`config.mk`:
```
export PLATFORM = sky130hd
export DESIGN_NAME = bus_arbiter_rr
export DESIGN_NICKNAME = d
export VERILOG_FILES = /design/src/rtl/bus_arbiter_rr.sv
export SDC_FILE = /design/constraint.sdc
export NUM_CORES = 1
export LEC_CHECK = 0
export ABC_AREA = 1
export BUFFER_PORTS_ARGS = -buffer_cell sky130_fd_sc_hd__buf_2
export CAP_MARGIN = 20
export CORE_UTILIZATION = 25
export DETAILED_ROUTE_END_ITERATION = 10
export SYNTH_ARGS = -nofsm -noshare
export SYNTH_HDL_FRONTEND = slang
export SYNTH_SLANG_ARGS = --single-unit
export TNS_END_PERCENT = 10
```
`constraint.sdc`:
```
create_clock -name clk -period 1.9 [get_ports clk]
set_input_delay 0.38 -clock clk [delete_from_list [all_inputs] [get_ports clk]]
set_output_delay 0.38 -clock clk [all_outputs]
set_load 0.05 [all_outputs]
```
`src/rtl/bus_arbiter_rr.sv`:
```
// Bus arbiter: grants one master to its target slave, in fixed-priority or round-robin order.
// Grant appears one edge after the request; held until done, an ID of 0, or MAX_HOLD cycles.
module bus_arbiter_rr #(
    parameter int NO_MASTERS = 3,
    parameter int NO_SLAVES  = 5,
    parameter int S_ID_WIDTH = $clog2(NO_SLAVES+1),
    parameter int M_ID_WIDTH = $clog2(NO_MASTERS),
    parameter int MAX_HOLD   = 255,
    parameter int HOLD_WIDTH = $clog2(MAX_HOLD+1)
) (
    input  logic                                  clk,
    input  logic                                  rstN,
    input  logic [NO_MASTERS-1:0][S_ID_WIDTH-1:0] slave_id,
    input  logic [NO_MASTERS-1:0]                 done,
    input  logic                                  rr_mode,
    output logic [M_ID_WIDTH-1:0]                 master,
    output logic [S_ID_WIDTH-1:0]                 slave,
    output logic                                  grant_valid,
    output logic [NO_MASTERS-1:0]                 grant,
    output logic                                  timeout
);

    typedef enum logic [1:0] {IDLE, BUSY, TURN} state_t;

    state_t                  state_q, state_d;
    logic [M_ID_WIDTH-1:0]   master_q, master_d;
    logic [S_ID_WIDTH-1:0]   slave_q, slave_d;
    logic                    gv_q, gv_d;
    logic [NO_MASTERS-1:0]   grant_q, grant_d;
    logic                    timeout_q, timeout_d;
    logic [HOLD_WIDTH-1:0]   hold_q, hold_d;
    logic [M_ID_WIDTH-1:0]   last_q, last_d;

    logic [NO_MASTERS-1:0]   req_vld;
    logic                    win_found;
    logic [M_ID_WIDTH-1:0]   win_idx;
    logic [M_ID_WIDTH-1:0]   idx_m;
    logic                    release_req;

    always_comb begin
        for (int i = 0; i < NO_MASTERS; i++) begin
            req_vld[i] = (slave_id[i] != '0) && (slave_id[i] <= S_ID_WIDTH'(NO_SLAVES));
        end
    end

    // Walk candidates from lowest to highest priority so the last hit is the winner.
    always_comb begin
        win_found = 1'b0;
        win_idx   = '0;
        idx_m     = '0;
        for (int k = NO_MASTERS; k >= 1; k--) begin
            if (rr_mode) begin
                idx_m = M_ID_WIDTH'((int'(last_q) + k) % NO_MASTERS);
            end else begin
                idx_m = M_ID_WIDTH'(k - 1);
            end
            if (req_vld[idx_m]) begin
                win_found = 1'b1;
                win_idx   = idx_m;
            end
        end
    end

    assign release_req = done[master_q] || (slave_id[master_q] == '0);

    always_comb begin
        state_d   = state_q;
        master_d  = master_q;
        slave_d   = slave_q;
        gv_d      = gv_q;
        grant_d   = grant_q;
        hold_d    = hold_q;
        last_d    = last_q;
        timeout_d = 1'b0;
        case (state_q)
            IDLE: begin
                if (win_found) begin
                    state_d          = BUSY;
                    master_d         = win_idx;
                    slave_d          = slave_id[win_idx];
                    gv_d             = 1'b1;
                    grant_d          = '0;
                    grant_d[win_idx] = 1'b1;
                    hold_d           = '0;
                    last_d           = win_idx;
                end
            end
            BUSY: begin
                hold_d = hold_q + HOLD_WIDTH'(1);
                // A release in the limit cycle wins over the forced release.
                if (release_req || (hold_q == HOLD_WIDTH'(MAX_HOLD-1))) begin
                    state_d   = TURN;
                    gv_d      = 1'b0;
                    grant_d   = '0;
                    timeout_d = !release_req;
                end
            end
            TURN:    state_d = IDLE;
            default: state_d = IDLE;
        endcase
    end

    always_ff @(posedge clk) begin
        if (!rstN) begin
            state_q   <= IDLE;
            master_q  <= '0;
            slave_q   <= '0;
            gv_q      <= 1'b0;
            grant_q   <= '0;
            timeout_q <= 1'b0;
            hold_q    <= '0;
            last_q    <= M_ID_WIDTH'(NO_MASTERS-1);
        end else begin
            state_q   <= state_d;
            master_q  <= master_d;
            slave_q   <= slave_d;
            gv_q      <= gv_d;
            grant_q   <= grant_d;
            timeout_q <= timeout_d;
            hold_q    <= hold_d;
            last_q    <= last_d;
        end
    end

    assign master      = master_q;
    assign slave       = slave_q;
    assign grant_valid = gv_q;
    assign grant       = grant_q;
    assign timeout     = timeout_q;

endmodule
```
# [Word level (Yosys, flattened, before mapping)]
# Cells that the tools add are included.
[word_totals] register_bits=22 output_inout_bits=10 elab_cells=80
[op_classes] div=3 n_addsub=4 muxes=34 n_lt_le_gt_ge=9 eq_ne=4 reduce_logical=18
[ops] op="remainder unit 32 x 3 -> 32 bit, second input constant" n=3
[ops] op="2-to-1 mux 2 bit" n=8
[ops] op="one-hot mux 8 bit (2 select lines)" n=1
[ops] op="< comparator 2 x 3 -> 1 bit, second input constant" n=5
[ops] op="binary-select mux 3 bit (select 2 bit)" n=2
[ops] op="2-to-1 mux 3 bit" n=4
[ops] op="2-to-1 mux 1 bit" n=10
[ops] op="<= comparator 3 bit, second input constant" n=3
[ops] op="nonzero test 3 bit" n=3
[ops] op="adder 8 x 1 -> 8 bit, second input constant" n=1
[ops] op="binary-select mux 1 bit (select 2 bit)" n=4
[ops] op="equality test 8 bit, second input constant" n=1
[ops] op="2-to-1 mux 8 bit" n=1
[ops] op="adder 2 x 2 -> 3 bit, second input constant" n=2
[ops] op="one-hot mux 3 bit (2 select lines)" n=1
[ops] op="AND reduction 2 bit" n=3
[ops] op="AND reduction 3 bit" n=2
[ops] op="logical AND 1 bit" n=4
[ops] op="inequality test 2 bit, second input constant" n=2
[ops] op="one-hot mux 2 bit (2 select lines)" n=1
[ops] op="adder 2 x 1 -> 3 bit, second input constant" n=1
[ops] op="logical NOT 3 bit" n=1
[ops] op="demux 1 bit (select 2 bit)" n=1
[ops] op="equality test 2 x 1 -> 1 bit, second input constant" n=1
[ops] op="other kinds (6)" n=7

# [Longest topological paths before layout]
# Gate-level depths: netlist (run 1).
[depth] ltp_word=14 depth_mapped=16 ltp_nobuf=15

# [Least setup slack after synthesis (run 1)]
# OpenSTA, ideal clock, no wires.
[synth_timing] kind="register -> register" from="register master[0] (netlist name)" to="register slave_q[2] (netlist: slave[2])" n_path_buf=1 path_stages_with_launch=16 slack_ns=-0.001 period_less_slack_ns=1.901 setup_time_ns=0.132 t_arrival_ns=1.769 path_cell_list="dfxtp_1 > inv_1 > ha_1 > nand2_2 > clkinv_2 > nand3_1 > nand3_1 > nand2_1 > nand2_2 > nor2_2 > nor2_4 > buf_6 > nand3_1 > nand2_1 > inv_1 > a21oi_1"
[synth_lines] element="end signal: assignment" line_no="116" rtl="slave_q <= slave_d;"
[synth_lines] element="end: declaration" line_no="27" rtl="logic [S_ID_WIDTH-1:0] slave_q, slave_d;"

==> impl_metrics.csv, run 1 <==
group,metric,value,unit
global_route,antenna_found_initial,0,
pwr,leakage,0.0008206,µW
cells_and_area,fin_nets,257,
clocking,numCtsBuffers,3,
route,drtIter0Drc,117,
clocking,htreeDepth,1,
yosys,async_flop_share,0,
clocking,clkSinkCount,21,
cells_and_area,final_layout_size_suffix_gt1_frac,0.3051,
timing,slew_headroom,0.6592,
route,post-route-drc-count,0,
floorplanning,die_height,74.08,µm
global_route,gr-total-overflow,0,
cells_and_area,syn2layout_area_growth,33.04,%
global_route,grt_pass1_wl,5.347,mm
yosys,synthFlopType,"dfxtp_1",
floorplanning,die-area,5487,µm²
timing,max_freq,0.5495,GHz
place,io_buffers,24,
yosys,ys_seq_area_frac,0.3237,
place,pre_cts_ws,-0.04814,ns
floorplanning,ioPinCount,25,
timing,finalSetupViolCount,0,
clocking,clk_pin_slew,0.08,ns
clocking,clock_latency,0.26,ns
global_route,grt_pass1_vias,1216,
min_path,hp-class,"in2reg",
critical_path,regToRegSetupSlack,0.08,ns
place,place.gp.congestion,0.9127,
critical_path,path_class,"reg2reg",
global_route,grt_max_degree,16,
floorplanning,initial_core_util,0.2679,
route,dr.pass1.iters,4,
route,top_layer,"met4",
place,dpl.hpwl,2.578,mm
cells_and_area,fin_util,0.3564,
yosys,yosys_warnings,0,
yosys,synth.most_common_cell,"nand2_1",
clocking,cts_tree,"done",
pwr,ir_worst_vdd,896.5,µV
clocking,root_buffer,"clkbuf_8",
route,antenna_left,0,
critical_path,crit_arrival,2.01,ns
yosys,syn_inst,200,
route,route.met3.wl,231,µm
critical_path,cp_max_fo,4,
yosys,synth_top_area_frac,0.3237,
route,post_drt_wl_per_cell,11.70,µm
yosys,syn_area,1299,µm²
clocking,clock_path_buffers,2,
yosys,syn_area_per_cell,6.494,µm²
timing,tightestPinTransition,0.5107,ns
route,route.final.wire_length,3.545,mm
global_route,track_usage,0.1251,
timing,layout_setup_ws,0.08017,ns
timing,fin_skew,0.002447,ns
route,vias,1420,
route,met2_length,1.507,mm
timing,final-hold-violation-count,0,
flow_run,drv_cap,0,
yosys,synth_common_cells,"nand2_1 (51), inv_1 (26), nand3_1 (23)",
timing,drv_slew,0,
floorplanning,core.rowCount,25,
yosys,synth-edff-count,0,
timing,fin_crit_sh,0.9578,
cells_and_area,antenna-diode-count,0,
pwr,power.density,1615,nW/µm²
yosys,ys_ff_latch,21,
route,wl_met1,1.754,mm
yosys,synth.area.top_cells,"dfxtp_1 (32%), nand2_1 (15%), nand3_1 (8.9%)",
cells_and_area,final_area,1728,µm²
yosys,synth_largest_area_cell,"dfxtp_1",
floorplanning,die_x,74.08,µm
floorplanning,core,4848,µm²
critical_path,required,2.09,ns
timing,final.min_clock_period,1.820,ns
critical_path,cp-start-kind,"register",
route,vias_per_cell,4.686,
yosys,yosys.cell_types.count,29,
yosys,synth_fp_nets,220,
critical_path,critPathCaptureType,"register",
place,placed_area,1549,µm²
run_status,status,"complete, no violations",
==> what timing repair did <==
action / CTS / global route
setup endpoints to repair: 9 / 19
hold buffers: 0 / 0
gates cloned: 0 / 1
pin swaps: 0 / 9
buffers inserted: 0 / 1
resized for setup: 2 / 28
==> cells by family after synthesis <==
kind of cell             synth area share
AND/OR/NAND/NOR                    0.3921
AO/OA/AOI/OAI                      0.1368
adder cells (fa/ha/maj)           0.04817
flip-flops                         0.3237
buffers and inverters             0.09922
==> routing by layer <==
layer | global-route usage | vias to the layer above
li1 | - | 725
met1 | 0.1762 | 639
met2 | 0.1929 | 52
met3 | 0.02710 | 4
met4 | 0.03205 | 0
met5 | 0 | -
==> final timing paths <==
kind                             startpoint           to  cells past startpoint
worst min register to register  grant_valid  grant_valid                      2
worst min-delay path                   rstN    last_q[1]                      2
worst max register to register    master[0]     slave[2]                     13
worst max-delay path              master[0]     slave[2]                     13
==> report_power, final <==
part	internal, µW	leakage, µW	switching [µW]
clock network	146	0.0000255	149
logic	641	0.000623	1210
registers	568	0.000172	78.7
total	1360	0.000821	1440
==> area by class of cell <==
type | count | area [µm²]
Clock buffer | 3 | 41.29
Clock inverter | 1 | 5.005
Fill cell | 515 | 3120
Inverter | 28 | 110.1
Multi-Input combinational cell | 149 | 862.1
Sequential cell | 21 | 422.9
Tap cell | 67 | 83.83
Timing Repair Buffer | 34 | 202.7
==> flip-flops by register name, summed over array words and instances (netlist names) <==
register / flops
hold_q: 8
grant: 3
slave: 3
master: 2
state_q: 2
grant_valid: 1
last_q: 1
timeout: 1
==> placed cells by master, fill, tap and decap left out, drive strengths merged <==
cell and count:
dfxtp 21, o22ai 1, inv 28, a21oi 15
o21ai 8, nand4 4, clkinv 1, nor2 24
buf 34, o211ai 3, nand3b 3, nand2 53
nor3 5, ha 5, nand3 24, a211oi 1
or2 1, o31ai 1, o21bai 1, clkbuf 3
==> stage by stage <==
step,power [µW],hold slack [ns],TNS [ns],std cells
3_3_place_gp,2202,0.4582,0,297
5_1_grt,2989,0.4107,-0.1156,303
3_5_place_dp,2196,0.4550,-0.1694,297
4_1_cts,2527,0.3897,-0.03320,301
2_1_floorplan,1771,0.4520,0,200
6_report,2791,0.3977,0,303
==> worst max-delay path, cell delays in order (launching register included) <==
cell,delay [ns]
dfxtp_2,0.34
inv_2,0.05
ha_4,0.27
nand2_4,0.06
nand3_1,0.11
nand3_2,0.12
nand2_2,0.12
nand2_4,0.07
o21ai_4,0.24
buf_6,0.13
nand2_1,0.04
nand2_1,0.05
inv_1,0.03
a21oi_1,0.11
Power figures use the tool's default switching activity.
==> run 2: changes to the inputs <==
- CORE_UTILIZATION: 25 -> 32
==> impl_metrics.csv, run 2 (synthesized netlist as in run 1, its figures left out) <==
group,metric,value,unit
clocking,clock_latency,0.26,ns
timing,fin_crit_sh,0.9989,
timing,drv_slew,0,
floorplanning,core,3771,µm²
cells_and_area,instances_no_fill,285,
cells_and_area,multiInputGateArea,889.6,µm²
route,drtIter0Drc,92,
critical_path,slowest_delay,0.34,ns
floorplanning,initial_core_util,0.3444,
pwr,ir_worst_vdd,848.8,µV
pwr,leakage,0.0008281,µW
clocking,clk_pin_slew,0.08,ns
timing,finalSetupViolCount,0,
global_route,grt_max_degree,13,
cells_and_area,top_register,"hold_q",
critical_path,slowest_stage,"dfxtp_2",
route,antenna_left,0,
route,route.final.wire_length,3.382,mm
timing,slew_headroom,0.7202,
clocking,htreeDepth,1,
clocking,numCtsBuffers,3,
min_path,hp-class,"in2reg",
floorplanning,core.rowCount,22,
clocking,ctsHoldBuffers,0,
global_route,antenna_found_initial,0,
route,post_drt_wl_per_cell,11.87,µm
cells_and_area,antenna-diode-count,0,
cells_and_area,regArea,422.9,µm²
timing,final.min_clock_period,1.898,ns
cells_and_area,largest_reg_flops,8,
cells_and_area,fin_util,0.4638,
cells_and_area,final_area,1749,µm²
place,dpl.hpwl,2.532,mm
critical_path,path_class,"reg2reg",
global_route,grt_pass1_wl,5.299,mm
floorplanning,die_height,65.71,µm
cells_and_area,final_cell_mix,"nand2_1 (41), buf_2 (24), inv_1 (22)",
place,placed_area,1525,µm²
timing,tightestPinTransition,0.4182,ns
global_route,gr-total-overflow,0,
route,post-route-drc-count,0,
clocking,root_buffer,"clkbuf_8",
route,vias_per_cell,4.916,
floorplanning,die-area,4317,µm²
critical_path,required,2.09,ns
critical_path,crit_path_cell_trace,"inv_2 -> ha_4 -> inv_1 -> nand2_2 -> inv_4 -> nand4_1 -> nand3_4 -> nor2_4 -> nor2_4 -> nand3_2 -> nand2_2 -> inv_2 -> a21oi_2",
floorplanning,die_x,65.71,µm
critical_path,path_delay_family,"simple AND/OR/NAND/NOR gates",
pwr,power.density,1478,nW/µm²
timing,max_freq,0.5269,GHz
place,io_buffers,24,
flow_run,drv_cap,0,
route,vias,1401,
cells_and_area,final_layout_size_suffix_gt1_frac,0.3376,
floorplanning,ioPinCount,25,
place,dp_cells,278,
global_route,track_usage,0.1597,
route,dr.pass1.iters,4,
timing,fin_skew,0.004622,ns
cells_and_area,syn2layout_area_growth,34.68,%
critical_path,cp_max_fo,8,
critical_path,critPathCaptureType,"register",
clocking,clock_path_buffers,2,
critical_path,cp_num_buf_inv,4,
cells_and_area,fin_nets,258,
clocking,cts_tree,"done",
cells_and_area,layout_commonest_cell,"nand2_1",
cells_and_area,fill_cells,380,
global_route,grt_pass1_vias,1210,
critical_path,crit_arrival,2.09,ns
critical_path,cp-start-kind,"register",
run_status,status,"complete, no violations",
timing,final-hold-violation-count,0,
clocking,clkSinkCount,21,
timing,rsz0062_at_grt,"true",
place,place.gp.congestion,0.8397,
run 2: final cells by class:
cell class / instances / share of cell area
clock buffer: 4 / 0.02575
inverter: 28 / 0.06295
multi-input combinational: 148 / 0.5086
sequential: 21 / 0.2418
tap: 48 / 0.03433
timing repair buffer: 36 / 0.1266
run 2: report_power, final:
group | total [µW] | leakage [µW] | internal [µW] | switching, µW
Sequential | 623 | 0.000172 | 554 | 69.2
Combinational | 1670 | 0.000633 | 604 | 1070
Clock | 290 | 0.0000228 | 149 | 140
run 2: layer usage:
metal / track usage / share of wire
met1: 0.2249 / 0.50
met3: 0.03819 / 0.051
met5: 0 / 0
met4: 0.03261 / 0.0092
met2: 0.2436 / 0.44
run 2: path summary, 6_finish.rpt:
check / startpoint / endpoint / slack (ns) / depth (start not counted)
setup reg to reg: master[0] / slave[2] / 0.002 / 13
hold / removal: rstN / last_q[1] / 0.39 / 2
hold reg to reg: grant_valid / grant_valid / 0.46 / 2
setup / recovery: master[0] / slave[2] / 0.002 / 13
run 2: repair_timing:
item | in CTS | in global routing
resized for setup | 1 | 41
endpoints found under the setup margin | 9 | 18
buffers inserted | 0 | 3
pin swaps | 0 | 12
run 2: metrics by stage:
stage / hold WS, ns / worst slack, ns / setup TNS [ns] / total power [µW]
floorplan: 0.4520 / 0.05140 / 0 / 1771
global placement: 0.4519 / 0.02607 / 0 / 1968
detailed placement: 0.4549 / -0.04614 / -0.1871 / 1974
CTS: 0.3921 / -0.04768 / -0.1064 / 2281
global route: 0.3912 / -0.1006 / -0.4951 / 2772
finish: 0.3928 / 0.002008 / 0 / 2585
